<file path="src/rtl/sub16_pipe.sv">
// rtl/sub16_pipe.sv - two-stage 16-bit unsigned subtractor with valid/ready handshake and underflow counter
// Optional: define SUB16_SATURATE_EN to clamp diff to zero whenever borrow is set.
module sub16_pipe #(
  parameter int CNT_W = 8
) (
  input  logic             clk,
  input  logic             rst,
  input  logic             in_valid,
  output logic             in_ready,
  input  logic [15:0]      a,
  input  logic [15:0]      b,
  output logic             out_valid,
  input  logic             out_ready,
  output logic [15:0]      diff,
  output logic             borrow,
  output logic [CNT_W-1:0] uflow_cnt
);

  localparam logic [CNT_W-1:0] CNT_MAX = '1;
  localparam logic [CNT_W-1:0] CNT_ONE = {{(CNT_W-1){1'b0}}, 1'b1};

  logic       s1_valid;
  logic [7:0] s1_lo;
  logic       s1_lo_borrow;
  logic [7:0] s1_a_hi;
  logic [7:0] s1_b_hi;

  logic        adv2;
  logic        adv1;
  logic [8:0]  lo_sub;
  logic [8:0]  hi_sub;
  logic [15:0] res_diff;

  // Stage 2 frees up when empty or being drained; stage 1 can then refill behind it.
  assign adv2     = !out_valid || out_ready;
  assign adv1     = !s1_valid || adv2;
  assign in_ready = adv1;

  // Bit 8 of each 9-bit difference is the borrow out of that byte.
  assign lo_sub = {1'b0, a[7:0]} - {1'b0, b[7:0]};
  assign hi_sub = {1'b0, s1_a_hi} - {1'b0, s1_b_hi} - {8'd0, s1_lo_borrow};

`ifdef SUB16_SATURATE_EN
  assign res_diff = hi_sub[8] ? 16'h0000 : {hi_sub[7:0], s1_lo};
`else
  assign res_diff = {hi_sub[7:0], s1_lo};
`endif

  always_ff @(posedge clk or posedge rst) begin
    if (rst) begin
      s1_valid     <= 1'b0;
      s1_lo        <= 8'd0;
      s1_lo_borrow <= 1'b0;
      s1_a_hi      <= 8'd0;
      s1_b_hi      <= 8'd0;
    end else if (adv1) begin
      s1_valid <= in_valid;
      if (in_valid) begin
        s1_lo        <= lo_sub[7:0];
        s1_lo_borrow <= lo_sub[8];
        s1_a_hi      <= a[15:8];
        s1_b_hi      <= b[15:8];
      end
    end
  end

  always_ff @(posedge clk or posedge rst) begin
    if (rst) begin
      out_valid <= 1'b0;
      diff      <= 16'd0;
      borrow    <= 1'b0;
    end else if (adv2) begin
      out_valid <= s1_valid;
      if (s1_valid) begin
        diff   <= res_diff;
        borrow <= hi_sub[8];
      end
    end
  end

  always_ff @(posedge clk or posedge rst) begin
    if (rst) begin
      uflow_cnt <= '0;
    end else if (out_valid && out_ready && borrow && (uflow_cnt != CNT_MAX)) begin
      uflow_cnt <= uflow_cnt + CNT_ONE;
    end
  end

endmodule

</file>
<file path="config.mk">
export PLATFORM = sky130hd
export DESIGN_NAME = sub16_pipe
export DESIGN_NICKNAME = d
export VERILOG_FILES = /design/src/rtl/sub16_pipe.sv
export SDC_FILE = /design/constraint.sdc
export NUM_CORES = 1
export LEC_CHECK = 0
export CAP_MARGIN = 20
export CORE_MARGIN = 1
export CORE_UTILIZATION = 36
export DETAILED_ROUTE_END_ITERATION = 10
export GPL_ROUTABILITY_DRIVEN = 0
export SKIP_CTS_REPAIR_TIMING = 1
export SKIP_LAST_GASP = 1
export SLEW_MARGIN = 20
export SYNTH_ARGS = -nofsm -noshare
export SYNTH_HDL_FRONTEND = slang
export SYNTH_SLANG_ARGS = --single-unit
</file>
<file path="constraint.sdc">
create_clock -name clk -period 4.2 [get_ports clk]
set_input_delay 0.42 -clock clk [delete_from_list [all_inputs] [get_ports clk]]
set_output_delay 0.42 -clock clk [all_outputs]
set_load 0.05 [all_outputs]
</file>
* Yosys cells after proc, flatten, opt, wreduce, memory -nomap -nowiden *
Cells that the tools add are included.

storage, ports and cells
  register bits after elaboration = 52
  input port bits = 36
  output and inout bits = 27
  word-level logic and storage cells = 23

cells by class
  add/sub/neg operators = 4
  equality and inequality tests = 1
  reduce and logical (&&, ||, !) cells = 9

operator list
  kind                 count
  $sub 8x8->9          2
  $sub 9x1->9          1
  $add 8x1->8 const B  1
  $ne 8x8->1 const B   1
  $reduce_and 2->1     2
  $logic_and 1x1->1    3
  $logic_not 1->1      2
  $logic_or 1x1->1     2

* Depth between registers and ports, before layout *
Gate-level depths: netlist of the first run.

  depth after elaboration = 4
  mapped depth = 9
  mapped depth without buffers = 9

* Worst setup path before layout of the first run *
No wires, ideal clock.

  kind = reg-to-reg
  start point = register out_valid
  end point = register s1_a_hi[2]
  library setup time = 0.125 ns
  data arrival time = 2.131 ns
  required time = 4.075 ns
  setup slack = 1.944 ns
  stages on the path, launching flop included = 5
  path buffers = 1
  clock period less this slack = 2.256 ns
  path through = dfrtp_1 > nand3b_1 > nand2_1 > buf_2 > mux2_2

on the way
  longest elaborated chain between the ends = 4

RTL lines
  what                        RTL line  RTL
  from (decl)                 12        output logic out_valid,
  from (signal assigned)      73        out_valid <= s1_valid;
  $logic_not 1->1             35        assign adv2 = !out_valid || out_ready;
  $logic_or 1x1->1            35
  $logic_or 1x1->1            36        assign adv1 = !s1_valid || adv2;
  via in_ready                9         output logic in_ready,
  $reduce_and 2->1 (no line)  -
  to (signal assigned)        61        s1_a_hi <= a[15:8];
  to (decl)                   25        logic [7:0] s1_a_hi;

The timed path passes the listed nets, and every way through them passes these cells.
A chain may end at the register's enable or synchronous reset.

* Worst setup path after layout of the first run *
  start point = input port out_ready
  end point = output port in_ready

on the way
  longest elaborated chain between the ends = 2

RTL lines
  what              RTL line  RTL
  from (decl)       13        input logic out_ready,
  $logic_or 1x1->1  35
  $logic_or 1x1->1  36
  to (decl)         9

Every way passes these cells.

==> results.ini, run 1 <==
[global_routing]
grt_busiest_layer=met2
grt.met3_usage_pct=2.79
track_usage_pct=13.2
grt_use_met2_pct=22.9
grt_max_degree=29
overflow=0
grt_pass1_wl_um=8670
grt_pass1_vias=1947
use_met1_pct=16.3
antenna_found_initial=0

[critical_path]
crit_top_cell=clkdlybuf4s50_1
startpoint=out_ready
end_kind=primary output
rrSetupSlack_ps=1840
worst_r2r_path_depth=8
slowest_delay_ps=840
crit_required_ps=3780
rr_startpoint=s1_lo_borrow
crit_path_start_kind=input pin
arrival_ps=1960
cp_max_fo=4
critical_path.slowest_cell=clkdlybuf4s50_1
crit_type=input pin to primary output
reg2reg_to=borrow
cp-endpoint=in_ready
path_cells=clkdlybuf4s50_1 > nand3b_1 > clkdlybuf4s50_1

[synthesis]
synth_area_leaders=dfrtp_1, mux2_2, ha_1
syn_area_um2=2790
synthCells=251
synthFlopType=dfrtp_1
synth_fp_nets=313
synth-seq-cells=52
yosysTopAreaCellShare_pct=46.7
ys_seq_area_share_pct=46.7
synth_edf_count=0
synthDistinctLibCells=41
synth_largest_area_cell=dfrtp_1
postSynthAreaPerCell_um2=11.1
synth-async-reset-ratio_pct=100
yosys_warnings=0

[timing]
slew_headroom_pct=41.0
hold_violations=0
fin_tns_setup_ps=0
period_minus_slack_ps=2380
slew_violations=0
finalSetupViolCount=0
holdWs_ps=310
fin_crit_sh_pct=56.7
fmax_ghz=0.420
timing_worst_slew_pin_value_ps=883
finClkSkew_ps=9.35
rsz0062_at_grt=false

[job]
cap_violations=0

[routing]
num_vias=1990
ant_nets=0
avgRoutedWirePerCell_um=11.8
vias_per_cell=4.76
drc=0
drt_iter0_drc=21
wl_um=4950
firstDrtPassIters=3

[power]
cellLeakagePower_nw=1.68
power_density_nw_per_um2=565
vdd_ir_drop_max_v=0.000163

[floorplan]
rows=31
dieArea_um2=8100
die_h_um=90.0
coreArea_um2=7370
die_x_um=90.0
start_util_pct=37.8
ioPinCount=63

[final_layout]
fin_nets=380
fillerInstances=710
drive_gt1_share_pct=13.8
fin_cells=418
final_area_um2=3690
antenna_cells=0
area_growth_pct=32.4

[clocking]
cts-root-buf=clkbuf_8
numCtsBuffers=5
cts.sinks=52
worst_skew_pair.late_latency_ps=300
clkTransAtPathRegs_ps=100
clk_path_buf_depth=2
cts_tree=done
cts_max_level=2

[placement]
placed_cells=410
dp_hpwl_um=3930
port_buffers=62
place_area_um2=3570

[status]
status=completed

[worst_hold_path]
hp-class=input pin to asynchronous set/reset pin

## routing by layer
metal / part of all wire, % / routed length (um)
met4: 1.5 / 72
met3: 4.2 / 209
met2: 48 / 2360
met5: 0 / 0
met1: 47 / 2310
## Yosys cell counts (2+ instances only)
cell type  count
dfrtp_1       52
inv_1         31
mux2_2        26
ha_1          23
nand2_1       22
o21ai_0       14
xnor2_1       10
xor2_1         7
nand2b_1       5
nor2_1         5
o21a_1         5
a21oi_1        4
nor3_1         4
buf_2          3
fa_1           3
o31ai_1        3
a211oi_1       2
a21o_1         2
a31oi_1        2
a41o_1         2
and3_1         2
nand3_1        2
nand3b_1       2
nor2b_1        2
o21ai_1        2
## layout by cell type (no fill, tap or decap), types with 3 or more instances in the layout
cell | synthesis | routed
nand2b_1 | 5 | 5
o21ai_0 | 14 | 14
o31ai_1 | 3 | 3
mux2_2 | 26 | 26
xor2_1 | 7 | 7
nor2_1 | 5 | 5
inv_1 | 31 | 30
fa_1 | 3 | 3
clkdlybuf4s50_1 | 0 | 62
clkbuf_8 | 0 | 6
o21a_1 | 5 | 5
a21oi_1 | 4 | 4
nand2_1 | 22 | 22
xnor2_1 | 10 | 10
nor3_1 | 4 | 4
ha_1 | 23 | 23
dfrtp_1 | 52 | 52
## worst max-delay path, delay by kind of cell
kind                   cells  cell delay, ps
AND/OR/NAND/NOR            1             190
buffers and inverters      2            1350
## stage by stage
step           setup WS (ps)  utilization (%)  total power [W]
3_3_place_gp            1610             47.6          0.00172
5_1_grt                 1720             50.1          0.00222
6_report                1820             50.1          0.00208
2_1_floorplan           1940                -          0.00143
3_5_place_dp            1740             48.4          0.00175
4_1_cts                 1810             50.1          0.00211
## registers in the layout (all words and copies together), names as in the netlist
| register | cells |
|---|---|
| borrow | 1 |
| diff | 16 |
| out_valid | 1 |
| s1_a_hi | 8 |
| s1_b_hi | 8 |
| s1_lo | 8 |
| s1_lo_borrow | 1 |
| s1_valid | 1 |
| uflow_cnt | 8 |
## how the worst min path moves through the flow
stage	slack (ps)	to	from	cells after the start
after CTS	310	uflow_cnt[4]	rst	2
final	310	uflow_cnt[4]	rst	2
after detailed placement	460	s1_lo[3]	s1_lo[3]	2
after floorplan	440	s1_lo[3]	s1_lo[3]	2
after global placement	460	s1_lo[3]	s1_lo[3]	2
after global routing	310	uflow_cnt[6]	rst	2
## power breakdown
part	switching, W	internal (W)
Clock	0.000165	0.000195
Sequential	0.0000894	0.000631
Combinational	0.000594	0.000410
## kinds of logic after synthesis
group                    after synthesis  synth area share [%]
adder cells (fa/ha/maj)               26                  12.5
AND/OR/NAND/NOR                       51                  9.16
buffers and inverters                 36                  5.12
multiplexers                          26                  10.5
AO/OA/AOI/OAI                         43                  10.7
flip-flops                            52                  46.7
XOR/XNOR                              17                  5.34
## layout make-up
cell class | count | area (um2) | area share (%)
multi-input combinational | 163 | 1340 | 36.4
clock buffer | 6 | 82.6 | 2.24
tap | 99 | 124 | 3.36
sequential | 52 | 1300 | 35.3
timing repair buffer | 65 | 683 | 18.5
clock inverter | 2 | 38.8 | 1.05
inverter | 31 | 116 | 3.15
Power figures use the tool's default switching activity.
==> run 2: changes to the inputs <==
- clock period: 4.2 -> 2.14 ns (I/O delays scaled with it)
==> run 2 against run 1 <==
  * Worst hold slack lost 88 ps
  * Sequential share of layout area shrank 0.69 points
  * Die area is the same
  * The flow now finishes with violations (setup timing)
  * Non-clock buffer count grew 8
  * Clock skew shrank 2.5 ps
  * Highest routed layer unchanged
==> results.ini, run 2 (synthesis results as in run 1) <==
[floorplan]
rows=31  ; unchanged
dieArea_um2=8100  ; unchanged
die_h_um=90.0  ; unchanged
ioPinCount=63  ; unchanged
die_x_um=90.0  ; unchanged
coreArea_um2=7370  ; unchanged
start_util_pct=37.8  ; unchanged

[global_routing]
grt_pass1_wl_um=8960  ; +3.3%
overflow=0  ; unchanged
track_usage_pct=13.5  ; +0.30 points
grt_pass1_vias=2018  ; +3.6%
grt_max_degree=35  ; +21%
antenna_found_initial=0  ; unchanged

[power]
seqPwrFrac_pct=33.4  ; -1.2 points
p_int_w=0.00256  ; +110%
power_density_nw_per_um2=1130  ; +100%
clockPowerShare_pct=18.3  ; +1.0 points
switching_share_pct=39.6  ; -1.1 points
power_frac_comb_pct=48.3  ; about the same
p_sw_w=0.00168  ; +98%
cellLeakagePower_nw=1.72  ; +2.6%
vdd_ir_drop_max_v=0.000441  ; +170%

[routing]
firstDrtPassIters=4  ; +1
drc=0  ; unchanged
drt_iter0_drc=31  ; +48%
avgRoutedWirePerCell_um=11.9  ; +0.32%
wl_um=5060  ; +2.2%
ant_nets=0  ; unchanged
vias_per_cell=4.61  ; -3.2%
num_vias=1964  ; -1.3%

[timing]
hold_violations=0  ; unchanged
period_minus_slack_ps=2160
finClkSkew_ps=6.85  ; -2.50 ps
rsz0062_at_grt=true
slew_headroom_pct=65.9  ; +25 points
slew_violations=0  ; unchanged
timing_worst_slew_pin_value_ps=510  ; -373 ps
holdWs_ps=222  ; -88.2 ps
finalSetupViolCount=1  ; +1
fmax_ghz=0.464
fin_crit_sh_pct=101
worst_slack_ps=-16.2  ; -1830 ps

[critical_path]
crit_type=flip-flop to flip-flop
crit_top_cell=fa_2
crit_path_start_kind=flip-flop
cp_num_buf_inv=1  ; -1
rrSetupSlack_ps=-20  ; -1860 ps
slowest_delay_ps=410  ; -430 ps
rr_startpoint=s1_b_hi[0]
cp.depth=8  ; +5
path_cells=inv_1 > fa_2 > fa_2 > nand2b_4 > a31o_1 > o41ai_2 > xnor2_1 > o21ai_2
worst_r2r_path_depth=8  ; unchanged
arrival_ps=2350  ; +390 ps
crit_required_ps=2330  ; -1450 ps
cp_max_fo=2  ; -2
reg2reg_to=borrow
critical_path.top_delay_family=adder cells
critical_path.slowest_cell=fa_2
end_kind=flip-flop

[clocking]
clkTransAtPathRegs_ps=90  ; about the same
cts_tree=done
worst_skew_pair.late_latency_ps=300  ; about the same
numCtsBuffers=5  ; unchanged
cts_max_level=2  ; unchanged
clk_path_buf_depth=2  ; unchanged
cts-root-buf=clkbuf_8
cts.sinks=52  ; unchanged

[final_layout]
final_area_um2=3770  ; +2.1%
area_growth_pct=35.1
layout.cells.most_common_list=clkdlybuf4s50_1, dfrtp_1, inv_1
drive_gt1_share_pct=17.7  ; +3.9 points
largest_reg_flops=16  ; unchanged
fin_nets=388  ; +2.1%
layout_commonest_cell=clkdlybuf4s50_1
antenna_cells=0  ; unchanged
top_register=diff

[job]
cap_violations=0  ; unchanged

[placement]
place_ws_ps=-60.1  ; -1800 ps
place_area_um2=3610  ; +1.1%
dp_hpwl_um=3930  ; about the same
port_buffers=62  ; unchanged

[status]
failed_checks=setup timing
status=complete, but fails checks

[worst_hold_path]
hp-class=input pin to asynchronous set/reset pin

-- run 2: layout make-up --
class / instances / area, um2
Sequential cell: 52 / 1300
Clock buffer: 6 / 72.6
Tap cell: 99 / 124
Multi-Input combinational cell: 163 / 1370
Fill cell: 687 / 3600
Timing Repair Buffer: 73 / 726
Inverter: 31 / 116
Clock inverter: 2 / 60.1
-- run 2: how the worst max path moves through the flow --
stage | from | to
detailed placement | a[0] | s1_lo_borrow
global route | s1_b_hi[0] | borrow
floorplan | s1_lo_borrow | borrow
finish | s1_b_hi[0] | borrow
CTS | s1_lo_borrow | diff[14]
global placement | s1_lo_borrow | borrow
-- run 2: power by group through the flow --
stage	sequential, W	clock [W]	combinational, W
2_1_floorplan	0.00203	0	0.000778
3_3_place_gp	0.00143	0	0.00201
3_5_place_dp	0.00144	0	0.00203
4_1_cts	0.00142	0.000800	0.00204
5_1_grt	0.00146	0.000835	0.00222
6_report	0.00142	0.000778	0.00205
-- run 2: stage by stage --
step | power (W) | setup TNS, ps | utilization [%] | instances
finish | 0.00425 | -16.2 | 51.1 | 426
global route | 0.00452 | -175 | 51.1 | 426
CTS | 0.00426 | -182 | 50.7 | 425
detailed placement | 0.00347 | -182 | 48.9 | 417
global placement | 0.00344 | -75.4 | 48.9 | 417
floorplan | 0.00281 | 0 | - | 251
-- run 2: worst reg2reg max path, delay by kind of cell, from the launching register on --
kind / cells / cell delay [ps]
adders and majority gates: 2 / 760
AOI/OAI and AO/OA: 3 / 570
DFF: 1 / 360
xor gates and xnor gates: 1 / 170
and+or+nand+nor: 1 / 150
buffers and inverters: 1 / 60
-- run 2: per-layer routing --
metal | vias up | global-route usage [%] | share of wire [%]
met5 | - | 0 | 0
met4 | 0 | 3.23 | 1.1
li1 | 1005 | - | -
met1 | 909 | 15.8 | 45
met3 | 4 | 3.30 | 4.8
met2 | 46 | 24.8 | 49
==> edit: new RTL, settings of run 2 <==
Register the output `uflow_cnt` once more, without a reset; this adds one clock of latency there. The other outputs are not delayed to match.
--- a/src/rtl/sub16_pipe.sv
+++ b/src/rtl/sub16_pipe.sv
@@ -20,2 +20,4 @@
   localparam logic [CNT_W-1:0] CNT_ONE = {{(CNT_W-1){1'b0}}, 1'b1};
+
+  logic [CNT_W-1:0] uflow_cnt_s0;
 
@@ -82,6 +84,10 @@
     if (rst) begin
-      uflow_cnt <= '0;
-    end else if (out_valid && out_ready && borrow && (uflow_cnt != CNT_MAX)) begin
-      uflow_cnt <= uflow_cnt + CNT_ONE;
+      uflow_cnt_s0 <= '0;
+    end else if (out_valid && out_ready && borrow && (uflow_cnt_s0 != CNT_MAX)) begin
+      uflow_cnt_s0 <= uflow_cnt_s0 + CNT_ONE;
     end
+  end
+
+  always_ff @(posedge clk) begin
+    uflow_cnt <= uflow_cnt_s0;
   end
Formal check against the unedited RTL: not equivalent (Yosys sat finds a counterexample within 4 cycles, from zero or initial values and one cycle with rst high).
==> edit against run 2 <==
  * The flow still finishes with violations (setup timing)
  * Sequential cell count rose by 8
  * Setup slack gained 0.0099 ns
  * Routed wire length rose by 10%
  * Area after synthesis increased by 5.7%
  * Critical path type unchanged
  * Total power rose by 9.6%
  * Final area is 6.2% higher
  * Utilization is 0.15 points higher
  * Largest power group unchanged
  * Largest cell class is now flip-flops and latches
==> edit: results <==
export IMPL_status="complete, but fails checks"
export IMPL_violations="setup timing"
export IMPL_dpl_hpwl_mm=4.10
export IMPL_detailroute_wirelength_met2_mm=2.57
export IMPL_r2r_start="s1_lo_borrow"
export IMPL_detail_route_wirelength_met1_mm=2.56
export IMPL_synth_yosys_seq_area_share=0.496
export IMPL_async_flop_share=0.867
export IMPL_ir_drop_v=0.000332
export IMPL_placedInstanceArea_mm2=0.00380
export IMPL_globalRouteMet2Util=0.238
export IMPL_synth_distinct_cells=42
export IMPL_numCtsBuffers=9
export IMPL_nets=401
export IMPL_finalSetupTns_ns=-0.00625
export IMPL_finalSetupViolations=1
export IMPL_dr_first_iter_drc_count=42
export IMPL_maxSlewHeadroom=0.663
export IMPL_synthesis_instances=259
export IMPL_final_routed_wire_length_divided_by_cell_count_um=12.5
export IMPL_arrival_ns=2.37
export IMPL_cts_htree_levels=3
export IMPL_finalWirelength_mm=5.57
export IMPL_grtUsageMet3=0.0493
export IMPL_fin_ws_ns=-0.00625
export IMPL_ys_top_cells_by_area="dfrtp_1 44%, mux2_2 9.9%, ha_1 9.8%, dfxtp_1 5.4%, inv_1 3.9%"
export IMPL_number_of_global_route_vias_before_repair=2159
export IMPL_cts_clk_slew_worst_paths_ns=0.07
export IMPL_gr_usage_all_layers=0.147
export IMPL_first_pass_grt_wire_length_mm=9.75
export IMPL_grt_start_max_net_pins=34
export IMPL_drive_above_1_share=0.195
## edit: cell types whose count changed after synthesis, sizes merged
cell	delta
dfxtp	+8
## edit: per-stage QoR
stage          total power [uW]  setup WS, ns   util
2_1_floorplan              3020        0.0183      -
3_5_place_dp               3700       -0.0686  0.487
4_1_cts                    4680       -0.0892  0.510
5_1_grt                    4970       -0.0949  0.513
6_report                   4660      -0.00625  0.513
3_3_place_gp               3670       -0.0420  0.487
## edit: path summary, 6_finish.rpt
path	endpoint	slack (ns)	cells after the start
max reg2reg	borrow	-0.006	8
min in group clk	uflow_cnt[5]	0.42	0
min reg2reg	uflow_cnt[5]	0.42	0
max	borrow	-0.006	8
min	diff[9]	0.24	3
max in group asynchronous	out_valid	1.54	3
## edit: cells by family (layout without fill, tap and decap cells)
family,count (synthesis),in the layout,synth area share
flip-flops,60,60,0.496
AND/OR/NAND/NOR,51,51,0.0866
AO/OA/AOI/OAI,43,43,0.101
buffers and inverters,36,121,0.0484
adder cells (fa/ha/maj),26,26,0.118
multiplexers,26,26,0.0993
XOR/XNOR,17,17,0.0505
## edit: tightest hold or removal path: stages
cell and delay, ns:
clkdlybuf4s50_1 0.41, inv_2 0.06, buf_4 0.27
## edit: layout make-up
class / instances / area, um^2 / share of cell area
tap: 102 / 128 / 0.0319
timing repair buffer: 74 / 746 / 0.186
inverter: 31 / 116 / 0.0291
sequential: 60 / 1460 / 0.365
clock inverter: 5 / 53.8 / 0.0134
clock buffer: 11 / 131 / 0.0328
multi-input combinational: 163 / 1370 / 0.341
## edit: power breakdown
part	leakage (uW)	switching (uW)	internal (uW)
sequential	0.000694	192	1440
combinational	0.00104	1190	870
clock	0.0000971	426	534
total	0.00183	1810	2840
